===== src/rtl/fifo_wr_arbiter.sv =====
// Write-port arbiter and read sequencer for a shared 16x16 circular fifo.
// Two producers share the write port round-robin with a bounded burst; one consumer reads.
module fifo_wr_arbiter #(
    parameter int unsigned MAX_BURST = 4,
    parameter int unsigned DW        = 16
) (
    input  logic          i_clk,
    input  logic          i_reset,
    input  logic          i_req0,
    input  logic [DW-1:0] i_d0,
    input  logic          i_req1,
    input  logic [DW-1:0] i_d1,
    output logic          o_gnt0,
    output logic          o_gnt1,
    input  logic          i_rd_req,
    output logic          o_rd_valid,
    output logic [DW-1:0] o_rd_data,
    output logic          o_fifo_wr,
    output logic [DW-1:0] o_fifo_din,
    output logic          o_fifo_rd,
    input  logic          i_fifo_full,
    input  logic          i_fifo_empty,
    input  logic [DW-1:0] i_fifo_dout
);

    localparam logic [3:0] BurstLimit = 4'(MAX_BURST);
    localparam logic [3:0] CntSat     = 4'hF;

    logic       r_owner;
    logic [3:0] r_burst_cnt;
    logic       r_rd_valid;

    logic       w_owner_d;
    logic [3:0] w_burst_cnt_d;
    logic       w_pick;
    logic       w_gnt0;
    logic       w_gnt1;
    logic       w_any_gnt;
    logic       w_gnt_idx;
    logic       w_fifo_rd;

    // Owner keeps the port until its burst budget is spent, then the waiting side wins.
    always_comb begin
        w_pick = (r_burst_cnt < BurstLimit) ? r_owner : ~r_owner;
    end

    always_comb begin
        w_gnt0 = 1'b0;
        w_gnt1 = 1'b0;
        if (i_reset && !i_fifo_full) begin
            if (i_req0 && !i_req1) begin
                w_gnt0 = 1'b1;
            end else if (i_req1 && !i_req0) begin
                w_gnt1 = 1'b1;
            end else if (i_req0 && i_req1) begin
                w_gnt0 = ~w_pick;
                w_gnt1 = w_pick;
            end
        end
    end

    always_comb begin
        w_any_gnt = w_gnt0 | w_gnt1;
        w_gnt_idx = w_gnt1;
    end

    always_comb begin
        w_owner_d     = r_owner;
        w_burst_cnt_d = r_burst_cnt;
        if (w_any_gnt) begin
            if (w_gnt_idx == r_owner) begin
                w_burst_cnt_d = (r_burst_cnt == CntSat) ? CntSat : r_burst_cnt + 4'd1;
            end else begin
                w_owner_d     = w_gnt_idx;
                w_burst_cnt_d = 4'd1;
            end
        end
    end

    always_comb begin
        w_fifo_rd = i_rd_req & ~i_fifo_empty & i_reset;
    end

    always_ff @(posedge i_clk or negedge i_reset) begin
        if (!i_reset) begin
            r_owner     <= 1'b0;
            r_burst_cnt <= 4'd0;
            r_rd_valid  <= 1'b0;
        end else begin
            r_owner     <= w_owner_d;
            r_burst_cnt <= w_burst_cnt_d;
            r_rd_valid  <= w_fifo_rd;
        end
    end

    always_comb begin
        o_gnt0     = w_gnt0;
        o_gnt1     = w_gnt1;
        o_fifo_wr  = w_any_gnt;
        o_fifo_din = w_gnt1 ? i_d1 : i_d0;
        o_fifo_rd  = w_fifo_rd;
        o_rd_valid = r_rd_valid;
        o_rd_data  = i_fifo_dout;
    end

    a_gnt_onehot: assert property (@(posedge i_clk) disable iff (!i_reset) !(o_gnt0 && o_gnt1));
    a_no_wr_full: assert property (@(posedge i_clk) disable iff (!i_reset)
                                   !(o_fifo_wr && i_fifo_full));

endmodule


===== config.mk =====
export PLATFORM = sky130hd
export DESIGN_NAME = fifo_wr_arbiter
export DESIGN_NICKNAME = d
export VERILOG_FILES = /design/src/rtl/fifo_wr_arbiter.sv
export SDC_FILE = /design/constraint.sdc
export NUM_CORES = 1
export LEC_CHECK = 0
export CAP_MARGIN = 15
export CORE_MARGIN = 2
export CORE_UTILIZATION = 26
export DETAILED_ROUTE_END_ITERATION = 10
export PLACE_DENSITY_LB_ADDON = 0.1
export SKIP_CTS_REPAIR_TIMING = 1
export SYNTH_ARGS = -nofsm -noshare
export SYNTH_HDL_FRONTEND = slang
export SYNTH_SLANG_ARGS = --single-unit

===== constraint.sdc =====
create_clock -name i_clk -period 2.17 [get_ports i_clk]
set_input_delay 0.5425 -clock i_clk [delete_from_list [all_inputs] [get_ports i_clk]]
set_output_delay 0.5425 -clock i_clk [all_outputs]
set_load 0.005 [all_outputs]

# Word level (Yosys, flattened, before mapping)
# Cells that the tools add are included.
totals:
  elab_cells: 34
  output_inout_bits: 37
  inputBits: 55
  reg_bits: 6
op_classes:
  eq_ne: 2
  n_mux: 12
  bitwise_logic: 7
  order_cmp: 1
  n_addsub: 1
  n_reduce_logical: 8
ops:
  columns: ["cell", "n"]
  rows:
  - ["$mux W16", 1]
  - ["$mux W1", 9]
  - ["$mux W4", 2]
  - ["$add A4 B1 Y4 const B", 1]
  - ["$eq A4 B4 Y1 const B", 1]
  - ["$logic_and A1 B1 Y1", 4]
  - ["$lt A4 B3 Y1 const B", 1]
  - ["$not A1 Y1", 4]
  - ["$logic_not A1 Y1", 3]
  - ["$and A1 B1 Y1", 2]
  - ["$reduce_and A2 Y1", 1]
  - ["$eq A1 B1 Y1", 1]
  - ["$or A1 B1 Y1", 1]

# Longest topological paths before layout
logic_depth:
  word_depth: 9
  mapped_depth: 6
  depth_no_buf: 5

# Worst setup path after synthesis
# OpenSTA, ideal clock, no wires.
synth_path:
  kind: "reg-to-output"
  start: "register r_burst_cnt[2]"
  end: "output port o_fifo_din[0]"
  path_buffers: 2
  stages_incl_launch_ff: 7
  setup_slack_ns: 0.227
  t_arrival_ns: 1.400
  required_ns: 1.627
  path_cell_list: "dfrtp_1 buf_4 nor2_4 xnor2_2 o21bai_4 buf_12 mux2_4"
synth_via:
  elab_chain_len: 7
synth_lines:
  columns: ["item", "line", "source"]
  rows:
  - ["from (decl)", "30", "logic [3:0] r_burst_cnt;"]
  - ["from (signal assigned)", "91", "r_burst_cnt <= w_burst_cnt_d;"]
  - ["$lt A4 B3 Y1", "44", "w_pick = (r_burst_cnt < BurstLimit) ? r_owner : ~r_owner;"]
  - ["$mux W1", "44", null]
  - ["$mux W1", "55", "end else if (i_req0 && i_req1) begin"]
  - ["$mux W1", "53", "end else if (i_req1 && !i_req0) begin"]
  - ["$mux W1", "51", "if (i_req0 && !i_req1) begin"]
  - ["$mux W1", "50", "if (i_reset && !i_fifo_full) begin"]
  - ["$mux W16", "100", "o_fifo_din = w_gnt1 ? i_d1 : i_d0;"]
  - ["to (decl)", "19", "output logic [DW-1:0] o_fifo_din,"]
# No other way between the ends.

# Worst setup path after layout
layout_path:
  start: "input port i_fifo_full"
  end: "output port o_fifo_din[12]"
layout_via:
  elab_chain_len: 4
layout_lines:
  columns: ["item", "line", "source"]
  rows:
  - ["from (decl)", "21", "input logic i_fifo_full,"]
  - ["$logic_not A1 Y1", "50", null]
  - ["$logic_and A1 B1 Y1", "50", null]
  - ["$mux W1", "50", null]
  - ["$mux W16", "100", null]
# No other way between the ends.

==> out/summary.txt <==
Tcrit/Tclk final -> 109%
CP most frequent cell -> buf_6
FF+latch count, synth -> 6
Clock Pin Slew Worst Setup and Hold Paths -> 0.04 ns
Clk pwr share -> 12.4%
dpl cells -> 164
antenna violations before repair -> 0
power share of the sequential group -> 21.8%
final hold violations -> 0
Crit Path Max Fanout -> 4
layout cells sized above 1 -> 46.3%
RSZ-0062 raised after global routing -> yes
Worst path max stage delay -> 0.29 ns
Gate Count Post-Synth -> 75
pwr dens -> 553 nW/um^2
Via Count -> 837
crit path DAT -> 1.82 ns
Die Span X -> 58.0 um
Yosys warnings -> 0
Max Fclk -> 422 MHz
vias in the first global route -> 721
Port Buffers -> 59
Crit-path slowest cell -> mux2_4
R2R Path Start -> r_burst_cnt[3]$_DFFE_PN0P_
DIE AREA -> 3360 sq um
DP Worst Slack -> -0.639 ns
setup total negative slack -> -1.33 ns
crit path capture type -> output port
vias per cell -> 4.70
hold crit path type -> in2async
GRT Residual Overflow -> 0
maxcap violations -> 0
worst reg-to-reg setup slack -> 0.77 ns
RR Endpoint -> r_burst_cnt[3]$_DFFE_PN0P_
H-tree depth -> 1
most frequent cells in the layout -> clkdlybuf4s50_1 (35), buf_4 (21), clkbuf_2 (14)
die height -> 58.0 um
clock latency on the worst-skew pair -> 0.24 ns
sequential fraction of the synthesis area -> 19.8%
Clock Sinks -> 6
failing checks -> negative setup slack
Synth Cell Area -> 757 sq um
startpoint types -> input port
Least-Margin Pin Slew -> 0.219 ns
clock tree from TritonCTS -> built
Layout Cells excl Fill -> 178
WP data required -> 1.63 ns
Yosys cell types -> 28
Final #Nets -> 205
largest net degree at the start of global routing -> 11
total power -> 0.000824 W
core footprint -> 2760 sq um
Worst Setup Path Type -> in2out
Initial Util -> 27.5%
relative slew slack -> 85.3%
hpwl dp -> 1.85 mm
P_int -> 0.000556 W
Setup Viol. Count Final -> 16
ANT cells -> 0
Reg2Reg Depth -> 6
commonest non-fill, non-tap cell in the layout -> clkdlybuf4s50_1
antenna-violating nets left -> 0
drt first-iter violations -> 21
# IOs -> 92
Pre-Repair DR Iteration Count -> 2
setup ws final -> -0.197 ns
GRT Total Usage -> 12.2%
Root Driver -> clkbuf_4
Cell Chain, Critical Path -> dlymetal6s2s_1 -> nand3b_1 -> o21bai_4 -> buf_12 -> buf_8 -> buf_6 -> mux2_4 -> buf_6
Worst Clk Skew -> 0.000991 ns
final wirelength -> 2.32 mm
peak supply drop -> 0.461 mV
final worst path period need -> 2.37 ns
Psw -> 0.000268 W
Pleak -> 0.814 nW
post-synth net total -> 131
status -> finished, violations left
routability congestion estimate from global placement -> 0.760
first-pass GRT wire length -> 3.21 mm
drc violations -> 0
Final Max Slew Viols -> 0
Area growth syn-to-layout -> 96.9%
switching power share of the total -> 32.5%
average wire per standard cell -> 13.0 um
maximum buffer depth of the clock tree -> 2
FP Rows -> 19
CTS Buf Count -> 3
Comb power frac -> 65.8%
Avg Inst Size Synth -> 10.1 sq um
[synth_stat cells]
library cell | count | area share [%]
a211oi_1 | 1 | 0.99
a21oi_1 | 2 | 1.3
a22o_1 | 1 | 1.2
a22o_2 | 1 | 1.3
a31oi_1 | 1 | 0.83
a41oi_1 | 1 | 1.2
and2b_1 | 1 | 0.99
and3b_1 | 1 | 1.2
buf_12 | 1 | 2.6
buf_4 | 17 | 17
dfrtp_1 | 6 | 20
ha_1 | 1 | 1.7
inv_1 | 3 | 1.5
mux2_2 | 7 | 10
mux2_4 | 9 | 18
mux2i_1 | 1 | 1.3
nand2_1 | 4 | 2.0
nand3_1 | 3 | 2.0
nand3b_1 | 1 | 0.99
nor2_1 | 1 | 0.50
nor2_4 | 1 | 1.5
nor3_1 | 1 | 0.66
nor3b_1 | 1 | 0.99
o21ai_0 | 4 | 2.6
o21bai_4 | 1 | 2.5
o22a_1 | 1 | 1.2
o31ai_1 | 2 | 2.0
xnor2_2 | 1 | 2.1
[cell type report]
class	instances	area [sq um]
tap	31	38.8
clock buffer	3	22.5
inverter	3	11.3
fill	248	1270
timing repair buffer	87	801
multi-input combinational	48	467
sequential	6	150
[critical path, delay by kind of cell]
family	cells	cell delay [ns]
AOI/OAI and AO/OA	1	0.21
muxes	1	0.29
and+or+nand+nor	1	0.17
buffers and inverters	5	0.61
[power groups by stage]
stage | clock, W | sequential, W | combinational (W)
final | 0.000102 | 0.000180 | 0.000542
after global routing | 0.000117 | 0.000183 | 0.000583
after CTS | 0.000104 | 0.000181 | 0.000509
after detailed placement | 0 | 0.000182 | 0.000507
after global placement | 0 | 0.000179 | 0.000506
after floorplan | 0 | 0.000182 | 0.000264
[logic make-up (layout without fill, tap and decap cells)]
logic type	after synthesis	in the layout	share of synthesized area [%]
adders and majority gates	1	1	1.65
DFF	6	6	19.8
AOI/OAI and AO/OA	15	15	15.0
buffers and inverters	21	93	21.0
xor gates and xnor gates	1	1	2.15
muxes	17	17	29.6
and+or+nand+nor	14	14	10.7
[how the worst max path moves through the flow]
stage                           endpoint  cells past startpoint                  startpoint
after global routing      o_fifo_din[12]                      8  r_burst_cnt[2]$_DFFE_PN0P_
after CTS                  o_fifo_din[0]                      6                 i_fifo_full
after floorplan            o_fifo_din[0]                      6  r_burst_cnt[2]$_DFFE_PN0P_
after detailed placement   o_fifo_din[0]                      6                 i_fifo_full
final                     o_fifo_din[12]                      8                 i_fifo_full
after global placement     o_fifo_din[7]                      6                 i_fifo_full
[sequential cells by signal, indices dropped and copies added (netlist names)]
name and flops:
r_burst_cnt 4, o_rd_valid 1, r_owner 1
[metal layers]
| layer | up-vias | GRT usage [%] | part of all wire, % |
|---|---|---|---|
| li1 | 400 | - | - |
| met1 | 383 | 12.4 | 41 |
| met2 | 52 | 22.7 | 46 |
| met3 | 2 | 4.46 | 13 |
| met4 | 0 | 4.32 | 0.69 |
| met5 | - | 0 | 0 |
[metrics by stage]
step | util (%) | hold WS [ns] | instance area (sq um)
2_1_floorplan | - | 0.247 | 757
3_3_place_gp | 50.5 | 0.521 | 1390
3_5_place_dp | 50.5 | 0.551 | 1390
4_1_cts | 51.3 | 0.558 | 1410
5_1_grt | 54.0 | 0.329 | 1490
6_report | 54.0 | 0.334 | 1490
No activity file was read; power rests on OpenSTA's default activity.
==> variant: new RTL, config.mk and constraints unchanged <==
Change the parameter `DW` from 16 to 18.
--- a/src/rtl/fifo_wr_arbiter.sv
+++ b/src/rtl/fifo_wr_arbiter.sv
@@ -2,7 +2,7 @@
 // Two producers share the write port round-robin with a bounded burst; one consumer reads.
 module fifo_wr_arbiter #(
     parameter int unsigned MAX_BURST = 4,
-    parameter int unsigned DW        = 16
+    parameter int unsigned DW        = 18
 ) (
     input  logic          i_clk,
     input  logic          i_reset,
Ports: changed (5 resized); port bits go from 92 to 102. The function was not compared with the original's and may differ.
==> variant against the original RTL <==
The flow still finishes with violations (setup timing). Setup slack worse by 110 ps. Core utilization is 0.59 points lower. Count of clock-buffer cells in the layout stayed put. Sequential cell count stayed put. Sequential share of layout area is 0.64 points lower. Final area is 6.8% higher. Die area is 4.8% higher. Register-to-register slack better by 80 ps. Synthesized area is 5.1% higher. Routed wire length is 15% higher. Total power is 3.1% higher.
==> variant: results (changes against the original RTL) <==
[metrics] detailed-route via count: 851 (was 837)
[metrics] share of layout cells above drive strength 1: 47.7% (was 46.3%)
[metrics] Final Worst Setup Slack: -310 ps (was -197 ps)
[metrics] Synth Net Count: 142 (was 131)
[metrics] compound-cell area share of the yosys netlist: 13.4% (was 15.0%)
[metrics] VDD IR max: 0.476 mV (was 0.461 mV)
[metrics] DRC marker count from the first detailed-route iteration: 13 (was 21)
[metrics] buffer depth of the longest clock path: 2 (unchanged)
[metrics] most frequent cells after synthesis: 18 x buf_4, 9 x mux2_2, 9 x mux2_4 (was 17 x buf_4, 9 x mux2_4, 7 x mux2_2)
[metrics] Post-layout nets: 217 (was 205)
[metrics] reg2reg setup slack: 850 ps (was 770 ps)
[metrics] wire length of the first global-routing pass: 3250 um (was 3210 um)
[metrics] post-detailed-placement cell area: 0.00145 sq mm (was 0.00139 sq mm)
[metrics] final setup vio count: 19 (was 16)
[metrics] fraction of power spent switching nets: 33.3% (was 32.5%)
[metrics] share of the synthesized netlist area taken by xor and xnor gates: 2.04% (was 2.15%)
[metrics] worst setup path startpoint: r_burst_cnt[2] (was i_fifo_full)
[metrics] leakage power of the design: 0.000846 uW (was 0.000814 uW)
[metrics] Routability Congestion: 0.744 (was 0.760)
[metrics] IO buf count: 65 (was 59)
[metrics] violated checks: setup timing (unchanged)
[metrics] detailed placement HPWL: 1990 um (was 1850 um)
[metrics] arrival time at the worst endpoint: 1940 ps (was 1820 ps)
[metrics] Seq/Total Area, Yosys: 18.9% (was 19.8%)
[metrics] slew at the pin closest to its max-slew limit: 212 ps (was 219 ps)
[metrics] vias in the first global route: 730 (was 721)
[metrics] detailed-routed wire length on met2: 1350 um (was 1070 um)
[metrics] largest net degree at the start of global routing: 13 (was 11)
[metrics] drt total wl: 2670 um (was 2320 um)
[metrics] portion of netlist area occupied by mux cells: 31.0% (was 29.6%)
[metrics] share of synthesized cell area in full adder, half adder and majority cells: 1.57% (was 1.65%)
[metrics] main area contributors after synthesis: dfrtp_1 19%, buf_4 17%, mux2_4 17% (was dfrtp_1 20%, mux2_4 18%, buf_4 17%)
[metrics] worst-case setup slack after placement: -692 ps (was -639 ps)
[metrics] placed instance count: 171 (was 164)
[metrics] GRT Util Overall: 12.3% (was 12.2%)
[metrics] minimum hold slack: 332 ps (was 334 ps)
[metrics] status: finished with violations (unchanged)
[metrics] met1 routed wirelength after detailed routing: 991 um (was 940 um)
[metrics] met3 wirelength from detailed routing: 297 um (was 290 um)
[metrics] setup clock skew after layout: 2.77 ps (was 0.991 ps)
[variant: power by group through the flow]
stage	clock network, uW	logic, uW	registers, uW
2_1_floorplan	0	266	182
3_3_place_gp	0	473	179
3_5_place_dp	0	480	181
4_1_cts	116	482	179
5_1_grt	121	596	186
6_report	106	562	182
[variant: worst max-delay path by stage]
| stage | to | slack (ps) | depth (start not counted) |
|---|---|---|---|
| global placement | o_fifo_din[14] | -680 | 6 |
| floorplan | o_fifo_din[10] | 150 | 5 |
| CTS | o_fifo_din[10] | -700 | 6 |
| finish | o_fifo_din[12] | -310 | 8 |
| global route | o_fifo_din[12] | -390 | 8 |
| detailed placement | o_fifo_din[10] | -690 | 6 |
[variant: area by class of cell]
cell class,instances,area [sq um]
fill,288,1390
timing repair buffer,91,855
multi-input combinational,50,512
sequential,6,150
tap,33,41.3
clock buffer,3,22.5
inverter,3,11.3
[variant: critical path, stage by stage (launching register included)]
cell,delay (ps)
dfrtp_1,400
nor2_4,200
xnor2_4,100
o21bai_4,230
buf_6,140
clkbuf_16,130
buf_6,90
mux2_4,280
clkbuf_2,110
[variant: cell families after synthesis]
| family | Yosys count |
|---|---|
| flip-flops | 6 |
| adder cells (fa/ha/maj) | 1 |
| XOR/XNOR | 1 |
| AND/OR/NAND/NOR | 14 |
| multiplexers | 19 |
| AO/OA/AOI/OAI | 15 |
| buffers and inverters | 24 |
[variant: metal layers]
| layer | up-vias | global-route usage (%) |
|---|---|---|
| met4 | 0 | 7.47 |
| li1 | 415 | - |
| met3 | 6 | 5.68 |
| met1 | 382 | 12.5 |
| met5 | - | 0 |
| met2 | 48 | 20.3 |
[variant: per-stage QoR]
step                TNS (ps)  power, uW
floorplan                  0        447
global placement      -13800        653
detailed placement    -13970        660
CTS                   -14000        776
global route           -4390        903
finish                 -3100        850
